$ cat src/rtl/regfile_wr_ctrl_if.sv
// Write-port bus for regfile_wr_ctrl: two requester handshakes, clear control,
// and the register-file write port driven by the controller.
interface regfile_wr_ctrl_if #(
  parameter int DATA_W = 8,
  parameter int ADDR_W = 3
);
  logic              req0_valid;
  logic [ADDR_W-1:0] req0_addr;
  logic [DATA_W-1:0] req0_data;
  logic              req0_ack;
  logic              req1_valid;
  logic [ADDR_W-1:0] req1_addr;
  logic [DATA_W-1:0] req1_data;
  logic              req1_ack;
  logic              clear_start;
  logic              clear_busy;
  logic              clear_done;
  logic              wr_en;
  logic [ADDR_W-1:0] wr_addr;
  logic [DATA_W-1:0] wr_data;

  // Requester / client side
  modport master (
    output req0_valid, req0_addr, req0_data,
    output req1_valid, req1_addr, req1_data,
    output clear_start,
    input  req0_ack, req1_ack, clear_busy, clear_done,
    input  wr_en, wr_addr, wr_data
  );

  // Controller side
  modport slave (
    input  req0_valid, req0_addr, req0_data,
    input  req1_valid, req1_addr, req1_data,
    input  clear_start,
    output req0_ack, req1_ack, clear_busy, clear_done,
    output wr_en, wr_addr, wr_data
  );
endinterface

$ cat src/rtl/regfile_wr_ctrl.sv
// Write-port controller for the 8x8 register file. Two requesters share the
// single write port under round-robin arbitration; a clear sequence can zero
// every register. All outputs are registered and feed the regfile directly.
module regfile_wr_ctrl #(
  parameter int DATA_W   = 8,
  parameter int ADDR_W   = 3,
  parameter int NUM_REGS = 8
) (
  input  logic             clk,
  input  logic             reset,
  regfile_wr_ctrl_if.slave bus
);

  localparam int NUM_REQ = 2;

  typedef enum logic {IDLE, CLEAR} state_t;

  state_t state_q, state_d;

  // Index of the most recently granted requester; 1 at reset so req0 wins the first tie.
  logic last_q, last_d;

  logic              wr_en_q,   wr_en_d;
  logic [ADDR_W-1:0] wr_addr_q, wr_addr_d;
  logic [DATA_W-1:0] wr_data_q, wr_data_d;
  logic [NUM_REQ-1:0] ack_q, ack_d;
  logic              busy_q, busy_d;
  logic              done_q, done_d;

  // Requester inputs gathered into packed per-requester arrays
  logic [NUM_REQ-1:0]             req_valid;
  logic [NUM_REQ-1:0][ADDR_W-1:0] req_addr;
  logic [NUM_REQ-1:0][DATA_W-1:0] req_data;
  logic [NUM_REQ-1:0]             eligible;

  logic              grant;
  logic [ADDR_W-1:0] clr_addr_nx;

  assign req_valid = {bus.req1_valid, bus.req0_valid};
  assign req_addr  = {bus.req1_addr,  bus.req0_addr};
  assign req_data  = {bus.req1_data,  bus.req0_data};

  // A request whose ack is currently visible is still held by its owner; never re-grant it.
  for (genvar i = 0; i < NUM_REQ; i++) begin : g_elig
    assign eligible[i] = req_valid[i] & ~ack_q[i];
  end

  // Round-robin pick: a lone eligible requester wins, a tie goes to the one not granted last.
  always_comb begin
    grant = 1'b0;
    if (eligible == 2'b11) grant = ~last_q;
    else                   grant = eligible[1];
  end

  assign clr_addr_nx = wr_addr_q + 1'b1;

  // Next-state and next-output logic
  always_comb begin
    state_d   = state_q;
    last_d    = last_q;
    wr_en_d   = 1'b0;
    wr_addr_d = wr_addr_q;
    wr_data_d = wr_data_q;
    ack_d     = '0;
    busy_d    = 1'b0;
    done_d    = 1'b0;
    case (state_q)
      IDLE: begin
        if (bus.clear_start) begin
          // Clear takes priority over any pending request this cycle.
          state_d   = CLEAR;
          wr_en_d   = 1'b1;
          wr_addr_d = '0;
          wr_data_d = '0;
          busy_d    = 1'b1;
          done_d    = (NUM_REGS == 1);
        end else if (|eligible) begin
          wr_en_d      = 1'b1;
          wr_addr_d    = req_addr[grant];
          wr_data_d    = req_data[grant];
          ack_d[grant] = 1'b1;
          last_d       = grant;
        end
      end
      CLEAR: begin
        // The cycle showing the final clear write still belongs to CLEAR, so
        // arbitration only resumes the cycle after clear_done.
        if (done_q) begin
          state_d = IDLE;
        end else begin
          wr_en_d   = 1'b1;
          wr_addr_d = clr_addr_nx;
          wr_data_d = '0;
          busy_d    = 1'b1;
          done_d    = (clr_addr_nx == ADDR_W'(NUM_REGS - 1));
        end
      end
      default: state_d = IDLE;
    endcase
  end

  // State and output registers; reset aborts any sequence immediately.
  always_ff @(posedge clk or posedge reset) begin
    if (reset) begin
      state_q   <= IDLE;
      last_q    <= 1'b1;
      wr_en_q   <= 1'b0;
      wr_addr_q <= '0;
      wr_data_q <= '0;
      ack_q     <= '0;
      busy_q    <= 1'b0;
      done_q    <= 1'b0;
    end else begin
      state_q   <= state_d;
      last_q    <= last_d;
      wr_en_q   <= wr_en_d;
      wr_addr_q <= wr_addr_d;
      wr_data_q <= wr_data_d;
      ack_q     <= ack_d;
      busy_q    <= busy_d;
      done_q    <= done_d;
    end
  end

  assign bus.wr_en      = wr_en_q;
  assign bus.wr_addr    = wr_addr_q;
  assign bus.wr_data    = wr_data_q;
  assign bus.req0_ack   = ack_q[0];
  assign bus.req1_ack   = ack_q[1];
  assign bus.clear_busy = busy_q;
  assign bus.clear_done = done_q;

endmodule

$ cat src/flat_wrapper.sv
// flat-port wrapper written by rule: the top's interface ports become plain ports
module regfile_wr_ctrl_flat 
#(
  parameter int DATA_W   = 8,
  parameter int ADDR_W   = 3,
  parameter int NUM_REGS = 8
)
  (clk, reset, bus_req0_valid, bus_req0_addr, bus_req0_data, bus_req1_valid, bus_req1_addr, bus_req1_data, bus_clear_start, bus_req0_ack, bus_req1_ack, bus_clear_busy, bus_clear_done, bus_wr_en, bus_wr_addr, bus_wr_data);
  regfile_wr_ctrl_if #(.DATA_W(DATA_W), .ADDR_W(ADDR_W)) bus_i ();
  input  logic clk;
  input  logic reset;
  input wire logic [$bits(bus_i.req0_valid)-1:0] bus_req0_valid;
  input wire logic [$bits(bus_i.req0_addr)-1:0] bus_req0_addr;
  input wire logic [$bits(bus_i.req0_data)-1:0] bus_req0_data;
  input wire logic [$bits(bus_i.req1_valid)-1:0] bus_req1_valid;
  input wire logic [$bits(bus_i.req1_addr)-1:0] bus_req1_addr;
  input wire logic [$bits(bus_i.req1_data)-1:0] bus_req1_data;
  input wire logic [$bits(bus_i.clear_start)-1:0] bus_clear_start;
  output wire logic [$bits(bus_i.req0_ack)-1:0] bus_req0_ack;
  output wire logic [$bits(bus_i.req1_ack)-1:0] bus_req1_ack;
  output wire logic [$bits(bus_i.clear_busy)-1:0] bus_clear_busy;
  output wire logic [$bits(bus_i.clear_done)-1:0] bus_clear_done;
  output wire logic [$bits(bus_i.wr_en)-1:0] bus_wr_en;
  output wire logic [$bits(bus_i.wr_addr)-1:0] bus_wr_addr;
  output wire logic [$bits(bus_i.wr_data)-1:0] bus_wr_data;
  assign bus_i.req0_valid = bus_req0_valid;
  assign bus_i.req0_addr = bus_req0_addr;
  assign bus_i.req0_data = bus_req0_data;
  assign bus_i.req1_valid = bus_req1_valid;
  assign bus_i.req1_addr = bus_req1_addr;
  assign bus_i.req1_data = bus_req1_data;
  assign bus_i.clear_start = bus_clear_start;
  assign bus_req0_ack = bus_i.req0_ack;
  assign bus_req1_ack = bus_i.req1_ack;
  assign bus_clear_busy = bus_i.clear_busy;
  assign bus_clear_done = bus_i.clear_done;
  assign bus_wr_en = bus_i.wr_en;
  assign bus_wr_addr = bus_i.wr_addr;
  assign bus_wr_data = bus_i.wr_data;
  regfile_wr_ctrl #(.DATA_W(DATA_W), .ADDR_W(ADDR_W), .NUM_REGS(NUM_REGS)) u_core (.clk(clk), .reset(reset), .bus(bus_i));
endmodule
$ cat config.mk
export PLATFORM = sky130hd
export DESIGN_NAME = regfile_wr_ctrl_flat
export DESIGN_NICKNAME = d
export VERILOG_FILES = /design/src/rtl/regfile_wr_ctrl_if.sv /design/src/rtl/regfile_wr_ctrl.sv /design/src/flat_wrapper.sv
export SDC_FILE = /design/constraint.sdc
export NUM_CORES = 1
export LEC_CHECK = 0
export CORE_MARGIN = 2
export CORE_UTILIZATION = 35
export CTS_BUF_LIST = sky130_fd_sc_hd__clkbuf_16
export DETAILED_ROUTE_END_ITERATION = 8
export HOLD_SLACK_MARGIN = 0.15
export PLACE_DENSITY = 0.79
export SLEW_MARGIN = 10
export SYNTH_ARGS = -nofsm -noshare
export SYNTH_HDL_FRONTEND = slang
export SYNTH_SLANG_ARGS = --single-unit
$ cat constraint.sdc
create_clock -name clk -period 1.1 [get_ports clk]
set_input_delay 0.22 -clock clk [delete_from_list [all_inputs] [get_ports clk]]
set_output_delay 0.22 -clock clk [all_outputs]
set_load 0.02 [all_outputs]
; ---- Word level (Yosys, flattened, before mapping)
; Cells that the tools add are included.
[totals]
reg_bits = 17
inputBits = 27
output_inout_bits = 16
word_cells = 51
[op_classes]
add_sub_neg = 1
order_cmp = 2
eq_ne = 4
muxes = 26
n_bitwise = 7
reduce_logical = 4
[op_table]
columns = op, count
row1 = $mux W8, 5
row2 = $pmux W8 S2, 1
row3 = $mux W3, 5
row4 = $mux W1, 7
row5 = $mux W2, 3
row6 = $pmux W1 S2, 3
row7 = $pmux W3 S2, 1
row8 = $not A1 Y1, 5
row9 = $add A3 B1 Y3 const B, 1
row10 = $eq A3 B3 Y1 const B, 1
row11 = $ne A3 B2 Y1 const B, 1
row12 = $reduce_and A3 Y1, 1
row13 = $and A1 B1 Y1, 2
row14 = $eq A2 B2 Y1 const B, 1
row15 = $lt A1 B2 Y1 const B, 1
row16 = $ne A2 B2 Y1 const B, 1
row17 = $reduce_and A2 Y1, 1
row18 = $reduce_or A2 Y1, 1
row19 = $demux W1 S1, 1
row20 = $ge A1 B1 Y1 const B, 1
row21 = $logic_and A1 B1 Y1, 1

; ---- Longest topological paths before layout
[logic_depth]
ltp_word = 11
mapped_depth = 5

; ---- Worst setup path before layout
; Ideal clock, no wire load.
[synth_path]
kind = flip-flop to flip-flop
from = register u_core.ack_q[1]
to = register u_core.wr_data_q[0], in the netlist u_core.bus.wr_data[0]
setup_ps = 123
arrival_time_ps = 1174
t_required_ps = 977
setup_slack_ps = -197
path_stages_with_launch = 6
cell_sequence = dfrtp_1 nand2b_4 nor2b_4 a22o_1 buf_4 o2bb2ai_1
[synth_between]
elab_chain_len = 9
word_cells_on_any_way = 12
cone_classes = eq/ne: 2 / mux: 6 / bitwise: 2 / reduce/logical: 2
[synth_rtl]
columns = element, line_no
row1 = start: declaration, regfile_wr_ctrl.sv:26  ; logic [NUM_REQ-1:0] ack_q, ack_d;
row2 = start signal: assignment, regfile_wr_ctrl.sv:119  ; ack_q <= ack_d;
row3 = $not A1 Y1 (*), regfile_wr_ctrl.sv:45  ; assign eligible[i] = req_valid[i] & ~ack_q[i];
row4 = $and A1 B1 Y1 (*), regfile_wr_ctrl.sv:45
row5 = $eq A2 B2 Y1, regfile_wr_ctrl.sv:51  ; if (eligible == 2'b11) grant = ~last_q;
row6 = $mux W1, regfile_wr_ctrl.sv:51
row7 = $mux W8 (implied by the code) (2 in a row), regfile_wr_ctrl.sv:80  ; wr_data_d = req_data[grant];
row8 = $mux W8, regfile_wr_ctrl.sv:77  ; end else if (|eligible) begin
row9 = $mux W8, regfile_wr_ctrl.sv:69  ; if (bus.clear_start) begin
row10 = $pmux W8 S2, regfile_wr_ctrl.sv:67  ; case (state_q)
row11 = end signal: assignment, regfile_wr_ctrl.sv:118  ; wr_data_q <= wr_data_d;
row12 = end: declaration, regfile_wr_ctrl.sv:25  ; logic [DATA_W-1:0] wr_data_q, wr_data_d;
; Every way passes the cells marked *; elsewhere a longest branch is shown, timed or not. The select of a mux whose other input is x is not followed.
; A chain may end at the register's enable or synchronous reset.

; ---- Worst setup path in the final report
[layout_path]
from = register u_core.ack_q[0]
to = register u_core.wr_data_q[6], in the netlist u_core.bus.wr_data[6]
; Same word-level chain as after synthesis.

==> flow_summary.json <==
{
  "outcome": "complete, but fails checks",
  "violations": "negative setup slack",
  "required_ns": 1.23,
  "ys_ff_latch": 17,
  "synth_nets": 99,
  "worstReg2RegEnd": "u_core.bus.wr_data[6]$_DFFE_PP0P_",
  "postCtsHoldBufs": 0,
  "r2r-start": "u_core.ack_q[0]$_DFF_PP0_",
  "cts_tree": "done",
  "io_pins": 43,
  "drc": 0,
  "area_growth_pct": 74.9,
  "worst_pin_slew_ns": 0.243,
  "drt_wl_total_um": 2470,
  "synth_sequential_area_ratio_pct": 48.2,
  "crit_type": "flip-flop to flip-flop",
  "tns_ns": -1.88,
  "yosys_warnings": 0,
  "critPathArrivalTime_ns": 1.39,
  "drt_iter0_drc": 8,
  "layout_commonest_cell": "clkdlybuf4s50_1",
  "wire_per_inst_um": 15.7,
  "clock_path_buffers": 2,
  "firstDrtPassIters": 4,
  "die-height_um": 54.3,
  "maxCapViolCount": 0,
  "overflow": 0,
  "viasPerCell": 5.30,
  "p_seq_share_pct": 28.9,
  "synthDistinctLibCells": 24,
  "power_frac_clock_pct": 22.2,
  "cts_buffers": 3,
  "dieArea_um2": 2950,
  "io_buffers": 42,
  "grt_pass1_vias": 813,
  "slew_headroom_pct": 83.7,
  "rsz0062_at_grt": "true",
  "crit_family": "flip-flops",
  "p_leak_nw": 0.732,
  "avgSynthCellArea_um2": 12.7,
  "path_max_fanout": 7,
  "critPathLaunchType": "flip-flop",
  "clkTransAtPathRegs_ns": 0.05,
  "crit_top_cell": "nor2b_4",
  "layout-drive-gt1-share_pct": 40.9,
  "finalSetupViolations": 16,
  "initial_core_util_pct": 36.4,
  "vdd_drop_max_uv": 1300,
  "min_period_ns": 1.26,
  "r2r_setup_slack_ns": -0.16,
  "hp-class": "input pin to async pin",
  "hold_ws_ns": 0.297,
  "vias": 832,
  "ant_nets": 0,
  "die_x_um": 54.3,
  "pwr_density_cell_nw_per_um2": 2090,
  "setup_ws_ns": -0.162,
  "drv_slew": 0,
  "finalHoldViolCount": 0,
  "cts-root-buf": "clkbuf_16",
  "worst_r2r_path_depth": 5,
  "grtUsageTotal_pct": 18.7,
  "p_sw_mw": 1.15,
  "antenna_found_initial": 0,
  "rows": 18,
  "ctsHtreeMaxLevel": 1,
  "path_buf_inv": 1,
  "intPower_mw": 2.08,
  "worstPathCellList": "nor2b_4 -> buf_12 -> nor2b_4 -> a22o_4 -> o2bb2ai_1",
  "pwr-share-comb_pct": 48.9,
  "grt_first_pass_wirelength_um": 3760,
  "fmax_mhz": 793,
  "critPathSlowestCell": "dfrtp_2",
  "place_congestion": 0.783,
  "syn_area_um2": 886,
  "swShare_pct": 35.6,
  "hpwl_um": 1580,
  "final_cell_mix": "clkdlybuf4s50_1, dfrtp_1, buf_2, mux2i_1",
  "cp-end-kind": "flip-flop",
  "synthesis.instances": 70,
  "slowest_delay_ns": 0.41,
  "core-area_um2": 2430,
  "finalCritPeriodShare_pct": 115,
  "fill_cells": 200,
  "nets": 157,
  "grt_max_degree": 18,
  "clock_latency_ns": 0.25,
  "skew_ns": 0.00426,
  "cts_sinks": 17,
  "antennaDiodeCount": 0
}
power by group through the flow:
stage / Sequential [mW] / Combinational [mW] / Clock, mW
floorplan: 1.13 / 0.650 / 0
global placement: 0.926 / 1.40 / 0
detailed placement: 0.928 / 1.44 / 0
CTS: 0.931 / 1.53 / 0.726
global route: 0.955 / 1.70 / 0.763
finish: 0.935 / 1.58 / 0.717
state kept, by name, summed over array words and instances (netlist names):
signal                 cells
u_core.bus.wr_data         8
u_core.bus.wr_addr         3
u_core.ack_q               2
u_core.bus.clear_done      1
u_core.bus.wr_en           1
u_core.last_q              1
u_core.state_q             1
cells by family after synthesis:
| family | Yosys count | share of synthesized area [%] |
|---|---|---|
| and+or+nand+nor | 11 | 10.9 |
| adders and majority gates | 2 | 2.82 |
| DFF | 17 | 48.2 |
| xor gates and xnor gates | 3 | 2.97 |
| muxes | 11 | 12.4 |
| AOI/OAI and AO/OA | 19 | 17.2 |
| buffers and inverters | 7 | 5.51 |
per-stage QoR:
step / setup slack [ns] / power, mW / util, % / std cells / instance area [µm²]
after floorplan: -0.149 / 1.78 / - / 70 / 896
after global placement: -0.419 / 2.32 / 56.8 / 146 / 1380
after detailed placement: -0.473 / 2.36 / 56.8 / 146 / 1380
after CTS: -0.143 / 3.18 / 63.2 / 156 / 1540
after global routing: -0.213 / 3.42 / 63.7 / 157 / 1550
final: -0.162 / 3.24 / 63.7 / 157 / 1550
cell usage after synthesis:
| library cell | number | area [µm²] |
|---|---|---|
| dfrtp_1 | 16 | 400 |
| mux2i_1 | 11 | 110 |
| o2bb2ai_1 | 8 | 70.1 |
| a32oi_1 | 3 | 26.3 |
| inv_1 | 3 | 11.3 |
| xnor2_1 | 3 | 26.3 |
| buf_2 | 2 | 10.0 |
| ha_1 | 2 | 25.0 |
| nand2_1 | 2 | 7.51 |
| nand2b_4 | 2 | 27.5 |
| nor2b_4 | 2 | 27.5 |
| nor3_1 | 2 | 10.0 |
| o21ai_0 | 2 | 10.0 |
| o21ai_1 | 2 | 10.0 |
| a21o_1 | 1 | 7.51 |
| a21o_4 | 1 | 15.0 |
| a21oi_1 | 1 | 5.00 |
| a22o_1 | 1 | 8.76 |
| buf_12 | 1 | 20.0 |
| buf_4 | 1 | 7.51 |
| dfstp_2 | 1 | 26.3 |
| nand2b_1 | 1 | 6.26 |
| nor2_4 | 1 | 11.3 |
| nor2b_1 | 1 | 6.26 |
repair_timing:
| action | 4_1_cts | 5_1_grt |
|---|---|---|
| pin swaps | 3 | 6 |
| gates resized for setup | 68 | 17 |
| endpoints found under the setup margin | 32 | 24 |
| setup buffers | 3 | 2 |
| gates cloned | 3 | 0 |
routing by layer:
layer / part of all wire, % / vias to the layer above / wire length [µm] / global-route usage, %
li1: - / 377 / - / -
met1: 40 / 419 / 1000 / 22.1
met2: 52 / 30 / 1280 / 31.1
met3: 6.1 / 6 / 150 / 4.37
met4: 1.8 / 0 / 44 / 10.0
met5: 0 / - / 0 / 0
worst register-to-register path, cell delays in order (launching register included):
cell	delay [ns]
dfrtp_2	0.41
nor2b_4	0.16
buf_12	0.12
nor2b_4	0.06
a22o_4	0.26
o2bb2ai_1	0.13
worst max path at each step:
stage,startpoint,end,cells past startpoint
after detailed placement,bus_req0_valid,u_core.bus.wr_addr[1]$_DFFE_PP0P_,5
after CTS,u_core.ack_q[0]$_DFF_PP0_,u_core.bus.wr_data[0]$_DFFE_PP0P_,4
final,u_core.ack_q[0]$_DFF_PP0_,u_core.bus.wr_data[6]$_DFFE_PP0P_,5
after floorplan,u_core.ack_q[0]$_DFF_PP0_,u_core.bus.wr_addr[0]$_DFFE_PP0P_,5
after global placement,bus_req0_valid,u_core.bus.wr_data[4]$_DFFE_PP0P_,5
after global routing,u_core.ack_q[0]$_DFF_PP0_,u_core.bus.wr_data[3]$_DFFE_PP0P_,5
cell type report:
type	count	area, µm²	area share (%)
timing repair buffer	54	490	31.7
multi-input combinational	49	500	32.3
sequential	17	430	27.8
inverter	3	11.3	0.727
clock inverter	1	3.75	0.242
tap	30	37.5	2.42
clock buffer	3	75.1	4.85
(Power assumes the default switching activity.)
